`config.mk`:
```
export PLATFORM = sky130hd
export DESIGN_NAME = addsub_serial_n
export DESIGN_NICKNAME = d
export VERILOG_FILES = /design/src/rtl/addsub_serial_n.sv
export SDC_FILE = /design/constraint.sdc
export NUM_CORES = 1
export LEC_CHECK = 0
export CORE_AREA = 5 5 78 80
export DETAILED_ROUTE_END_ITERATION = 10
export DIE_AREA = 0 0 83 85
export PLACE_DENSITY = 0.58
export SETUP_SLACK_MARGIN = 0.02
export SLEW_MARGIN = 20
export SYNTH_ARGS = -nofsm -noshare
export SYNTH_HDL_FRONTEND = slang
export SYNTH_SLANG_ARGS = --single-unit
```
`constraint.sdc`:
```
create_clock -name clk -period 1.79 [get_ports clk]
set_input_delay 0.179 -clock clk [delete_from_list [all_inputs] [get_ports clk]]
set_output_delay 0.179 -clock clk [all_outputs]
set_load 0.005 [all_outputs]
```
`src/rtl/addsub_serial_n.sv`:
```
// rtl/addsub_serial_n.sv - digit-serial add/subtract with masked operands, optional wait states, carry and overflow flags
module addsub_serial_n #(
    parameter int               WIDTH  = 8,
    parameter int               DIGIT  = 1,
    parameter int               DELAY  = 1,
    parameter logic [WIDTH-1:0] A_MASK = '0,
    parameter logic [WIDTH-1:0] B_MASK = '0
) (
    input  logic             clk,
    input  logic             rst,
    input  logic             start,
    input  logic             sub,
    input  logic [WIDTH-1:0] a,
    input  logic [WIDTH-1:0] b,
    output logic [WIDTH-1:0] out,
    output logic             cout,
    output logic             ovf,
    output logic             busy,
    output logic             done
);
    localparam int STEPS = WIDTH / DIGIT;
    localparam int MAXC  = (STEPS > DELAY) ? STEPS : DELAY;
    localparam int CW    = (MAXC > 1) ? $clog2(MAXC) : 1;

    typedef enum logic [1:0] {S_IDLE, S_WAIT, S_ADD, S_DONE} state_t;

    state_t           state, state_nxt;
    logic [WIDTH-1:0] a_reg, b_reg;
    logic [CW-1:0]    count;
    logic             carry;

    logic             load, last_wait, last_add;
    logic [DIGIT:0]   sum;
    logic [DIGIT-1:0] s;
    logic             c, c_msb;
    logic [WIDTH+DIGIT-1:0] out_cat;
    logic [WIDTH-1:0] b_eff;

    assign load      = start && (state == S_IDLE || state == S_DONE);
    assign last_wait = (count == CW'(DELAY - 1));
    assign last_add  = (count == CW'(STEPS - 1));
    assign sum       = {1'b0, a_reg[DIGIT-1:0]} + {1'b0, b_reg[DIGIT-1:0]} + {{DIGIT{1'b0}}, carry};
    assign s         = sum[DIGIT-1:0];
    assign c         = sum[DIGIT];
    // Carry into the top bit of a digit is recoverable from its sum bit and operand bits.
    assign c_msb     = s[DIGIT-1] ^ a_reg[DIGIT-1] ^ b_reg[DIGIT-1];
    assign out_cat   = {s, out};
    assign b_eff     = sub ? ~(b ^ B_MASK) : (b ^ B_MASK);

    assign busy = (state == S_WAIT) || (state == S_ADD);
    assign done = (state == S_DONE);

    always_comb begin
        state_nxt = state;
        case (state)
            S_IDLE, S_DONE: if (start) state_nxt = (DELAY > 0) ? S_WAIT : S_ADD;
            S_WAIT:         if (last_wait) state_nxt = S_ADD;
            S_ADD:          if (last_add) state_nxt = S_DONE;
            default:        state_nxt = S_IDLE;
        endcase
    end

    always_ff @(posedge clk or posedge rst) begin
        if (rst) begin
            state <= S_IDLE;
            out   <= '0;
            a_reg <= '0;
            b_reg <= '0;
            count <= '0;
            carry <= 1'b0;
            cout  <= 1'b0;
            ovf   <= 1'b0;
        end else begin
            state <= state_nxt;
            if (load) begin
                a_reg <= a ^ A_MASK;
                b_reg <= b_eff;
                carry <= sub;
                count <= '0;
                out   <= '0;
                cout  <= 1'b0;
                ovf   <= 1'b0;
            end else if (state == S_WAIT) begin
                count <= last_wait ? '0 : count + 1'b1;
            end else if (state == S_ADD) begin
                out   <= out_cat[WIDTH+DIGIT-1:DIGIT];
                a_reg <= a_reg >> DIGIT;
                b_reg <= b_reg >> DIGIT;
                carry <= c;
                count <= last_add ? '0 : count + 1'b1;
                if (last_add) begin
                    cout <= c;
                    ovf  <= c_msb ^ c;
                end
            end
        end
    end
endmodule

```
After elaboration in Yosys (flattened, before gate mapping)

Cells that the tools add are included.

Bitwise operators: 4
Eq/ne operators: 8
Reductions and logical operators: 12
Multiplexer cells: 30
Add/subtract/negate cells: 3

Operators with widths:

| kind                                           | number |
|---|---|
| 2-to-1 mux 8 bit                               | 10 |
| 2-to-1 mux 3 bit                               | 5 |
| 2-to-1 mux 1 bit                               | 11 |
| inequality test 2 bit (second input constant)  | 4 |
| NOT 8 bit                                      | 1 |
| 2-to-1 mux 2 bit                               | 3 |
| one-hot mux 2 bit (3 select lines)             | 1 |
| AND reduction 3 bit                            | 2 |
| == test 2 bit (second input constant)          | 2 |
| nonzero test 2 bit                             | 2 |
| adder 3 x 1 -> 3 bit (second input constant)   | 1 |
| == test 3 bit (second input constant)          | 1 |
| logical NOT 3 bit                              | 1 |
| nonzero test 3 bit                             | 1 |
| bitwise XOR 1 bit                              | 3 |
| adder 1 x 1 -> 2 bit                           | 1 |
| adder 2 x 1 -> 2 bit                           | 1 |
| == test 2 x 1 -> 1 bit (second input constant) | 1 |
| logical NOT 2 bit                              | 1 |
| logical OR 1 bit                               | 2 |
| AND reduction 2 bit                            | 1 |
| OR reduction 2 bit                             | 1 |
| logical AND 1 bit                              | 1 |

Register bits: 32
Input bits: 20
Word-level logic and storage cells: 65

Logic depth before layout (Yosys ltp)

Gate-level depths: netlist of the first run.

Depth in word-level cells: 9
Gate-level depth with buffers: 7
Mapped depth without buffers: 5

Least setup slack after synthesis of the first run

Ideal clock, no wire load.

Path kind: reg2reg
Start: register state[0]
End: register cout
Cell stages (with the launch flop): 7
Arrival: 1.578 ns
Slack: 0.133 ns
Library setup time: 0.080 ns
Path buffers: 1
Clock period less this slack: 1.657 ns
Cells stage by stage: dfrtp_1 > inv_1 > ha_1 > and2_4 > buf_6 > or3_4 > o22ai_2

Longest elaborated chain between the ends: 5
Elaborated cells between the ends (all ways): 11

Ends and longest elaborated chain:

| item                                                                  | RTL line | text |
|---|---|---|
| from (decl)                                                           | 27       | `state_t state, state_nxt;` |
| from (signal assigned)                                                | 74       | `state <= state_nxt;` |
| == test 2 bit or logical NOT 2 bit (tied branches)                    | 39       | `assign load = start && (state == S_IDLE \|\| state == S_DONE);` |
| logical OR 1 bit                                                      | 39       |  |
| logical AND 1 bit                                                     | 39       |  |
| inequality test 2 bit (no line) or nonzero test 2 bit (tied branches) | n/a      |  |
| AND reduction 3 bit (no line)                                         | n/a      |  |
| to (signal assigned)                                                  | 71       | `cout <= 1'b0;` |
| to (signal assigned)                                                  | 81       | `cout <= 1'b0;` |
| to (signal assigned)                                                  | 92       | `cout <= c;` |
| to (decl)                                                             | 16       | `output logic cout,` |

Several ways; a longest one is shown, not always the timed one.
A chain may end at the register's enable or synchronous reset.

Worst setup path in the final report of the first run

Start: register state[0]
End: output port done

Longest elaborated chain between the ends: 1

Ends and longest elaborated chain:

| item          | RTL line | text |
|---|---|---|
| == test 2 bit | 51       | `assign done = (state == S_DONE);` |
| to (decl)     | 19       | `output logic done` |

No other way between the ends.

==> impl_metrics.yaml, run 1 <==
outcome:
  status: "finished, final reports clean"
die:
  initial_core_util_pct: 32.2
  coreArea_um2: 5340
  rows: 27
  pin_count: 32
  die_x_um: 83
  die-height_um: 85
  dieArea_um2: 7060
clocking:
  clk_path_buf_depth: 2
  insertion_delay_ns: 0.29
  cts_root_buf: "clkbuf_8"
  htreeDepth: 2
  cts_hold_buffers: 0
  cts_tree: "done"
  cts_num_sinks: 32
  clk_pin_slew_ns: 0.07
  cts_buffers: 5
synthesis:
  ys_ff_latch: 32
  synth_area_um2: 1720
  ys_types: 30
  synthXorXnorAreaFrac_pct: 5.60
  synthSimpleGateAreaFrac_pct: 5.09
  synthMuxAreaShare_pct: 9.97
  synth_top_family_by_area: "compound AO/OA/AOI/OAI gates"
  ys_warn_count: 0
  synth-adder-area-share_pct: 6.26
  syn_inst: 170
  syn-mean-instance-area_um2: 10.1
  synth_compound_area_share_pct: 19.9
  ys_seq_area_share_pct: 46.6
  syn_nets: 198
finish:
  layout-drive-gt1-share_pct: 12.4
  antennaDiodeCount: 0
  final_core_util_pct: 42.5
  layout_common_cells: "37 x o21ai_0, 32 x dfrtp_1, 30 x clkdlybuf4s50_1"
  nets: 237
  syn_to_final_growth_pct: 32.0
  layout_commonest_cell: "o21ai_0"
setup_path:
  cp-end-kind: "output pin"
  cp-start-kind: "flip-flop"
  required_ns: 1.61
  slowest_stage: "clkdlybuf4s50_1"
  max_stage_delay_ns: 0.44
  path_class: "reg2out"
  r2r_cells: 6
  r2r-end: "state[0]$_DFFE_PP0P_"
  cp_max_fo: 3
  r2r_slack_ns: 0.18
  arrival_ns: 1.45
  path_cells: "buf_4 > ha_1 > clkdlybuf4s50_1"
  r2r-start: "state[1]$_DFFE_PP0P_"
drt:
  routed_wirelength_um: 3810
  top_layer: "met4"
  postRouteAntennaNets: 0
  dr_wl_met2_um: 1720
  vias_per_cell: 4.69
  drt_iter0_drc: 45
  drc: 0
  wl_met3_um: 140
  vias: 1322
  wl_met1_um: 1880
  wl_per_cell_um: 13.5
  firstDrtPassIters: 4
global_route:
  antenna_found_initial: 0
  grt_pass1_vias: 1361
  grt_max_degree: 33
  grt-ovfl-total: 0
  grt.total_usage_pct: 11.9
  grt_pass1_wl_um: 6750
timing:
  finalSetupViolations: 0
  period_needed_ns: 1.63
  period_share_pct: 90.9
  setup_tns_ns: 0
  skew_ns: 0.00615
  hold_viol: 0
  timing.fmax_ghz: 0.615
  slew_violations: 0
  rsz0062_at_grt: "no"
  worst_slew_pin_slew_ns: 0.413
  relSlewSlack_pct: 72.4
power:
  irDropWorstVdd_mv: 0.619
  total_power_mw: 3.85
  pwr_density_cell_nw_per_um2: 1700
  leakage_nw: 0.987
hold_path:
  hold_class: "in2async"
flow_run:
  max-cap-violations: 0
placed_design:
  dp_hpwl_um: 2670
  place_congestion: 0.761
  place.port_buffers: 31
-- routing by layer --
| metal | vias to the layer above | global-route usage, % |
|---|---|---|
| li1 | 670 | - |
| met1 | 623 | 16.0 |
| met5 | - | 0 |
| met3 | 6 | 3.59 |
| met4 | 0 | 4.90 |
| met2 | 23 | 17.9 |
-- cells in the mapped netlist --
master	count	share of area [%]
o21ai_0	37	11
dfrtp_1	32	47
mux2i_1	16	9.3
inv_1	14	3.1
o21ai_1	8	2.3
xor2_1	8	4.1
ha_1	7	5.1
nand2_1	7	1.5
clkbuf_1	6	1.3
a21oi_1	4	1.2
nor2_1	3	0.65
xnor2_1	3	1.5
a22o_1	2	1.0
buf_6	2	1.3
clkbuf_2	2	0.58
nand4_1	2	0.73
o211a_1	2	1.2
o22ai_1	2	0.73
o31ai_1	2	0.87
and2_4	1	0.51
buf_2	1	0.29
fa_1	1	1.2
mux2_2	1	0.65
nand2b_1	1	0.36
nand3_1	1	0.29
nor2b_1	1	0.36
o221a_2	1	0.65
o221ai_1	1	0.51
o22ai_2	1	0.73
or3_4	1	0.65
-- kinds of logic after synthesis --
kind of cell	Yosys count
simple gates	17
fa+ha+maj	8
compound gates	60
flops	32
xor+xnor	11
buf+inv	25
mux	17
-- worst max-delay path by stage --
stage,from,end,slack [ns],cells after the start
after global placement,state[1]$_DFFE_PP0P_,state[0]$_DFFE_PP0P_,0.1,6
after detailed placement,state[0]$_DFFE_PP0P_,b_reg[7]$_DFFE_PP0P_,0.05,6
after global routing,state[1]$_DFFE_PP0P_,state[0]$_DFFE_PP0P_,0.06,6
after CTS,state[0]$_DFFE_PP0P_,busy,0.04,4
after floorplan,state[0]$_DFFE_PP0P_,cout$_DFFE_PP0P_,0.13,6
final,state[0]$_DFFE_PP0P_,done,0.16,3
-- per-stage QoR --
step | setup WS (ns) | area [um^2] | hold slack (ns) | cells
finish | 0.163 | 2270 | 0.276 | 282
global route | 0.0552 | 2270 | 0.319 | 282
CTS | 0.0450 | 2260 | 0.288 | 282
detailed placement | 0.0549 | 2150 | 0.487 | 273
global placement | 0.0977 | 2150 | 0.484 | 273
floorplan | 0.133 | 1720 | 0.295 | 170
-- repair_timing --
| item | 4_1_cts | 5_1_grt |
|---|---|---|
| endpoints found under the setup margin | 1 | 4 |
| buffers inserted | 1 | 0 |
| resized for setup | 2 | 2 |
| pin swaps | 0 | 0 |
-- final cells by class --
type	instances	area [um^2]
repair buffers	43	415
fillers	560	3070
well taps	72	90.1
multi-input cells	113	821
flip-flops and latches	32	801
clock buffers	8	90.1
inverters	14	52.6
-- critical path: cells and delay by family (launching register included) --
kind | cells | cell delay, ns
flops | 1 | 0.39
fa+ha+maj | 1 | 0.18
buf+inv | 2 | 0.59
-- where the power goes --
group | switching (mW) | leakage (nW) | internal, mW
combinational | 1.05 | 0.524 | 1.04
sequential | 0.177 | 0.417 | 1.01
clock | 0.263 | 0.0455 | 0.313
total | 1.49 | 0.987 | 2.37
Note: power is estimated with default switching activity, not from simulation.
==> inputs of run 2 (changes only) <==
--- a/config.mk
+++ b/config.mk
@@ -10,6 +10,7 @@
 export DIE_AREA = 0 0 83 85
 export PLACE_DENSITY = 0.58
 export SETUP_SLACK_MARGIN = 0.02
+export SKIP_LAST_GASP = 1
 export SLEW_MARGIN = 20
 export SYNTH_ARGS = -nofsm -noshare
 export SYNTH_HDL_FRONTEND = slang
==> results of run 2 <==
Same layout as run 1: the final DEF is identical, and so are final timing and power.
